### src/rtl/multi_edge_pulse_gen_pkg.sv
// Shared definitions for the multi-channel edge-to-pulse generator.
// Edge mode encodings (2 bits per channel) and the edge-qualify helper.
`timescale 1ns/1ps
package multi_edge_pulse_gen_pkg;

    localparam logic [1:0] EDGE_RISE = 2'b00;
    localparam logic [1:0] EDGE_FALL = 2'b01;
    localparam logic [1:0] EDGE_BOTH = 2'b10;
    localparam logic [1:0] EDGE_OFF  = 2'b11;

    // True when the synchronised level and its previous value form an edge
    // of the kind selected by mode.
    function automatic logic edge_hit(input logic [1:0] mode,
                                      input logic       sync_lvl,
                                      input logic       prev_lvl);
        logic hit;
        hit = 1'b0;
        case (mode)
            EDGE_RISE: hit = sync_lvl & ~prev_lvl;
            EDGE_FALL: hit = ~sync_lvl & prev_lvl;
            EDGE_BOTH: hit = sync_lvl ^ prev_lvl;
            EDGE_OFF:  hit = 1'b0;
            default:   hit = 1'b0;
        endcase
        return hit;
    endfunction

endpackage

### src/rtl/multi_edge_pulse_gen_if.sv
// Bus bundle for multi_edge_pulse_gen.
//   lvl_sig   : async level inputs, one per channel
//   edge_mode : per-channel mode, channel i uses [2i+1:2i]
//   pulse_len : pulse length minus one, shared by all channels
//   evt_clr   : synchronous clear of sticky event flags
//   pulse_sig : registered output pulses
//   evt_flag  : sticky edge-seen flags
//   any_pulse : registered OR of all channel pulses
// master drives the controls (software/testbench side), slave is the generator.
`timescale 1ns/1ps
interface multi_edge_pulse_gen_if #(
    parameter int unsigned NUM_CH = 4,
    parameter int unsigned PW_W   = 4
);
    logic [NUM_CH-1:0]   lvl_sig;
    logic [2*NUM_CH-1:0] edge_mode;
    logic [PW_W-1:0]     pulse_len;
    logic [NUM_CH-1:0]   evt_clr;
    logic [NUM_CH-1:0]   pulse_sig;
    logic [NUM_CH-1:0]   evt_flag;
    logic                any_pulse;

    modport master (
        output lvl_sig, edge_mode, pulse_len, evt_clr,
        input  pulse_sig, evt_flag, any_pulse
    );

    modport slave (
        input  lvl_sig, edge_mode, pulse_len, evt_clr,
        output pulse_sig, evt_flag, any_pulse
    );
endinterface

### src/rtl/multi_edge_pulse_gen_edge_pulse_ch.sv
// One channel of the edge-to-pulse generator.
//   CLK, RST  : destination clock, async active-low reset
//   lvl_in    : asynchronous level input
//   mode      : edge select (rise/fall/both/off)
//   pulse_len : pulse length minus one, captured at trigger
//   evt_clr   : clear for the sticky event flag
//   pulse_out : registered pulse
//   pulse_nxt : next-state value of pulse_out (for the shared any_pulse register)
//   evt_out   : sticky edge-seen flag
`timescale 1ns/1ps
module edge_pulse_ch
    import multi_edge_pulse_gen_pkg::*;
#(
    parameter int unsigned SYNC_STAGES = 2,
    parameter int unsigned PW_W        = 4
) (
    input  logic            CLK,
    input  logic            RST,
    input  logic            lvl_in,
    input  logic [1:0]      mode,
    input  logic [PW_W-1:0] pulse_len,
    input  logic            evt_clr,
    output logic            pulse_out,
    output logic            pulse_nxt,
    output logic            evt_out
);

    localparam logic [PW_W-1:0] CNT_ONE = PW_W'(1);

    logic [SYNC_STAGES-1:0] sync_q;
    logic                   prev_q;
    logic [PW_W-1:0]        cnt_q;
    logic [PW_W-1:0]        cnt_d;
    logic                   pulse_q;
    logic                   pulse_d;
    logic                   evt_q;
    logic                   evt_d;
    logic                   sync_lvl;
    logic                   trigger;

    assign sync_lvl = sync_q[SYNC_STAGES-1];

    always_comb begin
        trigger = edge_hit(mode, sync_lvl, prev_q);
        pulse_d = pulse_q;
        cnt_d   = cnt_q;
        evt_d   = evt_q;
        // A trigger always reloads, including on the pulse's last cycle,
        // so retriggers extend the pulse without a low gap.
        if (trigger) begin
            pulse_d = 1'b1;
            cnt_d   = pulse_len;
        end else if (pulse_q) begin
            if (cnt_q == '0) begin
                pulse_d = 1'b0;
            end else begin
                cnt_d = cnt_q - CNT_ONE;
            end
        end
        // Set has priority over clear.
        if (trigger) begin
            evt_d = 1'b1;
        end else if (evt_clr) begin
            evt_d = 1'b0;
        end
    end

    always_ff @(posedge CLK or negedge RST) begin
        if (!RST) begin
            sync_q  <= '0;
            prev_q  <= 1'b0;
            cnt_q   <= '0;
            pulse_q <= 1'b0;
            evt_q   <= 1'b0;
        end else begin
            sync_q  <= {sync_q[SYNC_STAGES-2:0], lvl_in};
            prev_q  <= sync_lvl;
            cnt_q   <= cnt_d;
            pulse_q <= pulse_d;
            evt_q   <= evt_d;
        end
    end

    assign pulse_out = pulse_q;
    assign pulse_nxt = pulse_d;
    assign evt_out   = evt_q;

endmodule

### src/rtl/multi_edge_pulse_gen.sv
// Multi-channel edge-to-pulse generator: NUM_CH independent channels, each
// synchronising a level input, detecting the selected edge and emitting a
// retriggerable pulse of pulse_len+1 cycles, plus a sticky event flag.
//   CLK : destination-domain clock
//   RST : asynchronous active-low reset
//   bus : multi_edge_pulse_gen_if slave (lvl_sig, edge_mode, pulse_len,
//         evt_clr in; pulse_sig, evt_flag, any_pulse out)
`timescale 1ns/1ps
module multi_edge_pulse_gen
    import multi_edge_pulse_gen_pkg::*;
#(
    parameter int unsigned NUM_CH      = 4,
    parameter int unsigned SYNC_STAGES = 2,
    parameter int unsigned PW_W        = 4
) (
    input  logic                    CLK,
    input  logic                    RST,
    multi_edge_pulse_gen_if.slave   bus
);

    logic [NUM_CH-1:0] pulse_w;
    logic [NUM_CH-1:0] pulse_nxt_w;
    logic [NUM_CH-1:0] evt_w;
    logic              any_q;

    for (genvar i = 0; i < NUM_CH; i++) begin : g_ch
        edge_pulse_ch #(
            .SYNC_STAGES (SYNC_STAGES),
            .PW_W        (PW_W)
        ) u_ch (
            .CLK       (CLK),
            .RST       (RST),
            .lvl_in    (bus.lvl_sig[i]),
            .mode      (bus.edge_mode[2*i +: 2]),
            .pulse_len (bus.pulse_len),
            .evt_clr   (bus.evt_clr[i]),
            .pulse_out (pulse_w[i]),
            .pulse_nxt (pulse_nxt_w[i]),
            .evt_out   (evt_w[i])
        );
    end

    // Registering the OR of next-state bits keeps any_pulse cycle-aligned
    // with pulse_sig while leaving no combinational output path.
    always_ff @(posedge CLK or negedge RST) begin
        if (!RST) begin
            any_q <= 1'b0;
        end else begin
            any_q <= |pulse_nxt_w;
        end
    end

    assign bus.pulse_sig = pulse_w;
    assign bus.evt_flag  = evt_w;
    assign bus.any_pulse = any_q;

endmodule

### src/flat_wrapper.sv
// flat-port wrapper written by rule: the top's interface ports become plain ports
module multi_edge_pulse_gen_flat import multi_edge_pulse_gen_pkg::*;
#(
    parameter int unsigned NUM_CH      = 4,
    parameter int unsigned SYNC_STAGES = 2,
    parameter int unsigned PW_W        = 4
)
  (CLK, RST, bus_lvl_sig, bus_edge_mode, bus_pulse_len, bus_evt_clr, bus_pulse_sig, bus_evt_flag, bus_any_pulse);
  multi_edge_pulse_gen_if #(.NUM_CH(NUM_CH), .PW_W(PW_W)) bus_i ();
  input  logic CLK;
  input  logic RST;
  input wire logic [$bits(bus_i.lvl_sig)-1:0] bus_lvl_sig;
  input wire logic [$bits(bus_i.edge_mode)-1:0] bus_edge_mode;
  input wire logic [$bits(bus_i.pulse_len)-1:0] bus_pulse_len;
  input wire logic [$bits(bus_i.evt_clr)-1:0] bus_evt_clr;
  output wire logic [$bits(bus_i.pulse_sig)-1:0] bus_pulse_sig;
  output wire logic [$bits(bus_i.evt_flag)-1:0] bus_evt_flag;
  output wire logic [$bits(bus_i.any_pulse)-1:0] bus_any_pulse;
  assign bus_i.lvl_sig = bus_lvl_sig;
  assign bus_i.edge_mode = bus_edge_mode;
  assign bus_i.pulse_len = bus_pulse_len;
  assign bus_i.evt_clr = bus_evt_clr;
  assign bus_pulse_sig = bus_i.pulse_sig;
  assign bus_evt_flag = bus_i.evt_flag;
  assign bus_any_pulse = bus_i.any_pulse;
  multi_edge_pulse_gen #(.NUM_CH(NUM_CH), .SYNC_STAGES(SYNC_STAGES), .PW_W(PW_W)) u_core (.CLK(CLK), .RST(RST), .bus(bus_i));
endmodule
### config.mk
export PLATFORM = sky130hd
export DESIGN_NAME = multi_edge_pulse_gen_flat
export DESIGN_NICKNAME = d
export VERILOG_FILES = /design/src/rtl/multi_edge_pulse_gen_pkg.sv /design/src/rtl/multi_edge_pulse_gen_if.sv /design/src/rtl/multi_edge_pulse_gen_edge_pulse_ch.sv /design/src/rtl/multi_edge_pulse_gen.sv /design/src/flat_wrapper.sv
export SDC_FILE = /design/constraint.sdc
export NUM_CORES = 1
export LEC_CHECK = 0
export ABC_CLOCK_PERIOD_IN_PS = 3800
export BUFFER_PORTS_ARGS = -buffer_cell sky130_fd_sc_hd__clkbuf_2
export CAP_MARGIN = 20
export CORE_ASPECT_RATIO = 1.2
export CORE_UTILIZATION = 50
export DETAILED_ROUTE_END_ITERATION = 12
export PLACE_DENSITY = 0.82
export SLEW_MARGIN = 5
export SYNTH_ARGS = -nofsm -noshare
export SYNTH_HDL_FRONTEND = slang
export SYNTH_SLANG_ARGS = --single-unit
### constraint.sdc
create_clock -name CLK -period 3.8 [get_ports CLK]
set_input_delay 0.76 -clock CLK [delete_from_list [all_inputs] [get_ports CLK]]
set_output_delay 0.76 -clock CLK [all_outputs]
set_load 0.02 [all_outputs]
==> results of run 1 <==
[how the worst min path moves through the flow]
| stage | to | depth (start not counted) | slack (ps) |
|---|---|---|---|
| floorplan | u_core.g_ch[0].u_ch.sync_q[1]$_DFF_PN0_ | 0 | 330 |
| global placement | u_core.g_ch[1].u_ch.sync_q[1]$_DFF_PN0_ | 0 | 340 |
| detailed placement | u_core.g_ch[3].u_ch.sync_q[1]$_DFF_PN0_ | 0 | 340 |
| CTS | u_core.g_ch[2].u_ch.sync_q[1]$_DFF_PN0_ | 0 | 360 |
| global route | u_core.g_ch[2].u_ch.sync_q[1]$_DFF_PN0_ | 0 | 360 |
| finish | u_core.g_ch[1].u_ch.sync_q[1]$_DFF_PN0_ | 0 | 350 |
[final cells by class]
| class | count | area share (%) |
|---|---|---|
| clock inverter | 2 | 0.489 |
| inverter | 23 | 4.22 |
| sequential | 37 | 45.3 |
| timing repair buffer | 31 | 7.71 |
| tap | 37 | 2.26 |
| multi-input combinational | 100 | 36.5 |
| clock buffer | 6 | 3.55 |
[registers in the layout (all words and copies together) (netlist names)]
name                        flops
u_core.bus.any_pulse            1
u_core.g_ch.u_ch.evt_out        4
u_core.g_ch.u_ch.prev_q         4
u_core.g_ch.u_ch.pulse_out      4
u_core.g_ch.u_ch.cnt_q         16
u_core.g_ch.u_ch.sync_q         8
[power by group]
part / leakage, nW / internal (mW) / switching [mW] / total [mW]
clock: 0.0450 / 0.127 / 0.131 / 0.258
combinational: 0.538 / 0.230 / 0.231 / 0.461
sequential: 0.416 / 0.500 / 0.0916 / 0.591
[synth_stat cells]
library cell / instances / area [um^2]
a21oi_1: 8 / 40.0
a31oi_1: 4 / 25.0
and4_1: 1 / 8.76
buf_2: 1 / 5.00
buf_4: 8 / 60.1
dfrtp_1: 37 / 926
ha_1: 12 / 150
inv_1: 23 / 86.3
mux2_2: 9 / 101
mux2i_1: 4 / 40.0
nand2_1: 15 / 56.3
nand2_2: 1 / 6.26
nand2b_1: 1 / 6.26
nand3_1: 2 / 10.0
nand4b_1: 4 / 35.0
nor2_1: 10 / 37.5
nor3_1: 4 / 20.0
o21ai_0: 9 / 45.0
o21ai_2: 2 / 17.5
o22a_1: 1 / 8.76
o31ai_4: 2 / 42.5
or2_2: 1 / 6.26
or3b_1: 2 / 17.5
or4b_1: 2 / 20.0
xnor2_1: 5 / 43.8
xor2_1: 1 / 8.76
[metrics by stage]
step	cell area, um^2	utilization, %	power, mW	setup WS [ps]
6_report	2050	59.7	1.31	2070
5_1_grt	2050	59.7	1.42	2020
4_1_cts	2050	59.7	1.33	2070
3_5_place_dp	1960	57.3	1.06	1770
3_3_place_gp	1960	57.3	1.04	1800
2_1_floorplan	1820	-	0.971	1980
[per-layer routing]
metal  share of wire [%]  track usage (%)  vias up
li1                    -                -      615
met2                  52             34.9       20
met3                 3.2             4.16        4
met4                 1.3             7.32        0
met1                  43             20.3      588
met5                   0                0        -
[kinds of logic (layout without fill, tap and decap cells)]
group | Yosys count | after routing
flops | 37 | 37
compound gates | 26 | 26
xor+xnor | 6 | 6
mux | 13 | 13
buf+inv | 32 | 62
fa+ha+maj | 12 | 12
simple gates | 43 | 43
==> out/results.ini, run 1 <==
[timing]
max_freq_mhz = 579
worst_pin_slew_ps = 891
worst_hold_slack_ps = 355
setup_viol = 0
finalHoldViolations = 0
skew_ps = 4.61
report.final.slew_viol_count = 0
max_slew_margin_pct = 40.6
fin_crit_sh_pct = 45.5
rsz0062_at_grt = false
tns_ps = 0
period_minus_slack_ps = 1730

[placed_design]
dpl.cell_count = 228
place_congestion = 0.752
port_buffers = 30
place_hpwl_um = 2240

[worst_setup_path]
critical_path_buf_inv_count = 1
critical_path.startpoint_type = primary input
cp_slowest_cell = mux2_2
critPathKind = in2reg
startpoint = bus_edge_mode[6]
reg2reg_depth = 5
max_stage_delay_ps = 380
rr_endpoint = u_core.g_ch[3].u_ch.cnt_q[1]$_DFFE_PN0P_
r2r_slack_ps = 2100
endpoint = u_core.g_ch[3].u_ch.cnt_q[1]$_DFFE_PN0P_
path_max_fanout = 10
path_cells = clkbuf_2, mux2_2, o21ai_2, mux2_2
end_kind = flip-flop
r2r-start = u_core.g_ch[3].u_ch.sync_q[1]$_DFF_PN0_
cp.required_ps = 3960
crit_arrival_ps = 1890
path_delay_family = multiplexers
crit_top_cell = mux2_2
cp.depth = 4

[floorplan]
die_y_um = 68.2
pin_count = 31
placementRows = 23
core_area_mm2 = 0.00342
dieArea_mm2 = 0.00389
start_util_pct = 53.3
die_w_um = 57.1

[cells_and_area]
multi_input_area_um2 = 747
fin_nets = 232
syn2layout_area_growth_pct = 12.1
sequential_cell_area_um2 = 926
diodes = 0
fillers = 288
drive_gt1_share_pct = 26.6
layout.cells.most_common = dfrtp_1
final_cell_mix = dfrtp_1, clkbuf_2, inv_1
final_cells = 236

[drt]
routed_wl_um = 3010
drtIter0Drc = 28
ant_nets = 0
first_pass_iters = 8
viasPerCell = 5.20
vias = 1227
drt-wirelength-per-cell_um = 12.8
drcViolationCount = 4

[flow_run]
maxCapViolCount = 0

[synthesis]
synth_compound_area_share_pct = 9.81
syn_area_mm2 = 0.00182
ys_ff_latch = 37
synthXorXnorAreaFrac_pct = 2.88
ys_warn_count = 0
synth_area_per_cell_um2 = 10.8
synthAdderAreaFrac_pct = 8.23
synth_cell_type_count = 26
synthesis.nets = 203
synthMuxAreaShare_pct = 7.75
synthCells = 169
synth-simple-area-share_pct = 12.3
synth_top_family_by_area = simple AND/OR/NAND/NOR gates
synth-seq-area-share_pct = 50.8

[cts]
cts_hold_buffers = 0
root_buffer = clkbuf_8
post_cts_buffers = 0
clock_latency_ps = 280
cts_made_buffers = 5
cts_tree = built
cts_num_sinks = 37
h-tree-depth = 2
clockBufferDepth = 2
clk_pin_slew_ps = 70
cts_resized = 0

[global_route]
grt_overflow = 0
grt_pass1_wl_um = 5380
antenna_found_initial = 0
grt_pass1_vias = 1293
track_usage_pct = 18.5
grt_max_degree = 38

[outcome]
violations = DRC
status = finished with violations

[power]
p_per_area_mw_per_mm2 = 640
peakVddDrop_uv = 309
power.leakage_nw = 1.00

[worst_hold_path]
hold_path.class = reg2reg
min_from = u_core.g_ch[1].u_ch.sync_q[0]$_DFF_PN0_

Note: power is estimated with default switching activity, not from simulation.
==> run 2, diff against run 1 <==
Settings changed: ABC_AREA set to 1, ABC_CLOCK_PERIOD_IN_PS 3800 to 1580, PLACE_DENSITY 0.82 to 0.84.
Clock period 3.8 ns to 1.58 ns, I/O delays scaled along.
==> out/results.ini, run 2 <==
[worst_setup_path]
critical_path.startpoint_type = flip-flop
end_kind = flip-flop
reg2reg_depth = 7
path_max_fanout = 8
path_cells = inv_1, ha_1, or2_1, nand2_1, nand2_2, nand3_1, nand3_1
crit_arrival_ps = 1550
critPathKind = reg2reg
crit_top_cell = nand3_1
max_stage_delay_ps = 380
rr_endpoint = u_core.g_ch[3].u_ch.cnt_q[0]$_DFFE_PN0P_
cp_slowest_cell = dfrtp_1
r2r-start = u_core.g_ch[3].u_ch.sync_q[1]$_DFF_PN0_
cp.required_ps = 1750
critical_path_buf_inv_count = 1
path_delay_family = simple AND/OR/NAND/NOR gates
r2r_slack_ps = 190

[cells_and_area]
syn2layout_area_growth_pct = 12.9
layout.cells.most_common = nand2_1
drive_gt1_share_pct = 20.7
largest_register_ffs = 16
final_area_mm2 = 0.00240
diodes = 0
fin_nets = 339
regMostFlops = u_core.g_ch.u_ch.cnt_q
top_regs = u_core.g_ch.u_ch.cnt_q x16, u_core.g_ch.u_ch.sync_q x8
fillers = 382
final_cell_mix = nand2_1, nand3_1, inv_1

[timing]
rsz0062_at_grt = false
worst_pin_slew_ps = 461
skew_ps = 7.22
max_freq_mhz = 722
report.final.slew_viol_count = 0
fin_crit_sh_pct = 87.7
finalHoldViolations = 0
tns_ps = 0
setup_viol = 0
period_minus_slack_ps = 1390
max_slew_margin_pct = 69.3

[synthesis]
syn_area_mm2 = 0.00213
synthCells = 274
synth_top_area_share_pct = 43.5
synth_area_per_cell_um2 = 7.77
synth-edff-count = 0
async_reset_ff_share_pct = 100
synth_area_leaders = dfrtp_1, nand2_1, nand3_1, inv_1, ha_1
yosysMostFrequentCell = nand2_1
yosys-top-cells-count = nand2_1, nand3_1, inv_1, dfrtp_1, nor2_1
ys_warn_count = 0
synth_cell_type_count = 17
synthesis.nets = 308
synth_top_area_cell = dfrtp_1
synthFlopType = dfrtp_1
synth-seq-area-share_pct = 43.5
ys_ff_latch = 37

[drt]
vias = 1745
routed_wl_um = 3960
drcViolationCount = 0
met2_length_um = 2020
viasPerCell = 4.86
dr.max_layer_used = met4
drtIter0Drc = 51
first_pass_iters = 4
ant_nets = 0
drt-wirelength-per-cell_um = 11.0
wl_met1_um = 1680
met3_length_um = 146

[global_route]
grt_pass1_vias = 1622
grt_pass1_wl_um = 6820
grt_overflow = 0
antenna_found_initial = 0
track_usage_pct = 20.8
grt_max_degree = 23

[worst_hold_path]
whs_path_depth = 1
min_from = bus_lvl_sig[3]
whs_endpoint = u_core.g_ch[3].u_ch.sync_q[0]$_DFF_PN0_
hold_path.class = in2reg

[cts]
cts_resized = 0
clockBufferDepth = 2
clk_pin_slew_ps = 60
cts_made_buffers = 5
post_cts_buffers = 0
clock_latency_ps = 290
h-tree-depth = 2
cts_hold_buffers = 1
cts_tree = built
cts_num_sinks = 37
root_buffer = clkbuf_8

[floorplan]
placementRows = 25
core_area_mm2 = 0.00400
pin_count = 31
die_y_um = 73.5
dieArea_mm2 = 0.00453
start_util_pct = 53.2
die_w_um = 61.6

[power]
peakVddDrop_uv = 682
p_per_area_mw_per_mm2 = 1570
power.leakage_nw = 1.33

[flow_run]
maxCapViolCount = 0

[placed_design]
port_buffers = 30
place_hpwl_um = 3000
place_area_mm2 = 0.00231
place_congestion = 0.811

[outcome]
status = completed

## run 2: cell count changes after synthesis, sizes merged, moves of 4 or more
cell,delta
a21oi,-7
a31oi,-4
inv,+27
mux2,-9
mux2i,-4
nand2,+63
nand3,+50
nand4,+4
nand4b,-4
nor2,+12
nor3,-4
o21ai,-7
## run 2: worst max path at each step
stage	start	end	slack, ps	cells past startpoint
floorplan	u_core.g_ch[3].u_ch.sync_q[1]$_DFF_PN0_	u_core.g_ch[3].u_ch.cnt_q[0]$_DFFE_PN0P_	300	7
detailed placement	u_core.g_ch[3].u_ch.sync_q[1]$_DFF_PN0_	u_core.g_ch[3].u_ch.cnt_q[1]$_DFFE_PN0P_	190	7
CTS	u_core.g_ch[3].u_ch.sync_q[1]$_DFF_PN0_	u_core.g_ch[3].u_ch.cnt_q[1]$_DFFE_PN0P_	190	7
global route	u_core.g_ch[3].u_ch.sync_q[1]$_DFF_PN0_	u_core.g_ch[3].u_ch.cnt_q[0]$_DFFE_PN0P_	100	7
global placement	u_core.g_ch[3].u_ch.sync_q[1]$_DFF_PN0_	u_core.g_ch[3].u_ch.cnt_q[0]$_DFFE_PN0P_	260	7
finish	u_core.g_ch[3].u_ch.sync_q[1]$_DFF_PN0_	u_core.g_ch[3].u_ch.cnt_q[0]$_DFFE_PN0P_	190	7
## run 2: where the power goes
| group | total [mW] | leakage (nW) | switching, mW | internal [mW] |
|---|---|---|---|---|
| Clock | 0.668 | 0.0443 | 0.322 | 0.346 |
| Sequential | 1.49 | 0.432 | 0.265 | 1.22 |
| Combinational | 1.63 | 0.857 | 0.981 | 0.648 |
| Total | 3.78 | 1.33 | 1.57 | 2.21 |
## run 2: final cells by class
type                            instances  area, um^2  area share (%)
Clock buffer                            7        86.3            3.59
Inverter                               50         188            7.81
Multi-Input combinational cell        179         956            39.8
Sequential cell                        37         926            38.5
Tap cell                               54        67.6            2.81
Timing Repair Buffer                   32         180            7.50
## run 2: per-layer routing
layer  GRT usage (%)  vias up
met5               0        -
met1            24.5      796
met3            5.28       13
li1                -      904
met2            34.3       32
met4            10.6        0
## run 2: cells by family (layout without fill, tap and decap cells)
group                    after synthesis  count (layout)  share of synthesized area (%)
adder cells (fa/ha/maj)               12              12                           7.05
buffers and inverters                 58              89                           11.6
AND/OR/NAND/NOR                      158             158                           35.0
flip-flops                            37              37                           43.5
XOR/XNOR                               4               4                           1.64
AO/OA/AOI/OAI                          5               5                           1.17
## run 2: worst reg2reg max path, cell delays in order (launching register included)
cell	delay [ps]
dfrtp_1	380
inv_1	50
ha_1	300
or2_1	200
nand2_1	70
nand2_2	110
nand3_1	100
nand3_1	60
## run 2: per-stage QoR
step           setup WS [ps]  total power [mW]  hold WS, ps  instances  utilization, %
6_report                 195              3.78          137        359            60.0
2_1_floorplan            302              2.82         20.4        274               -
4_1_cts                  188              3.81          127        359            60.0
3_3_place_gp             260              3.04          274        351            57.6
3_5_place_dp             191              3.13          284        351            57.6
5_1_grt                 97.0              4.12          121        359            60.0
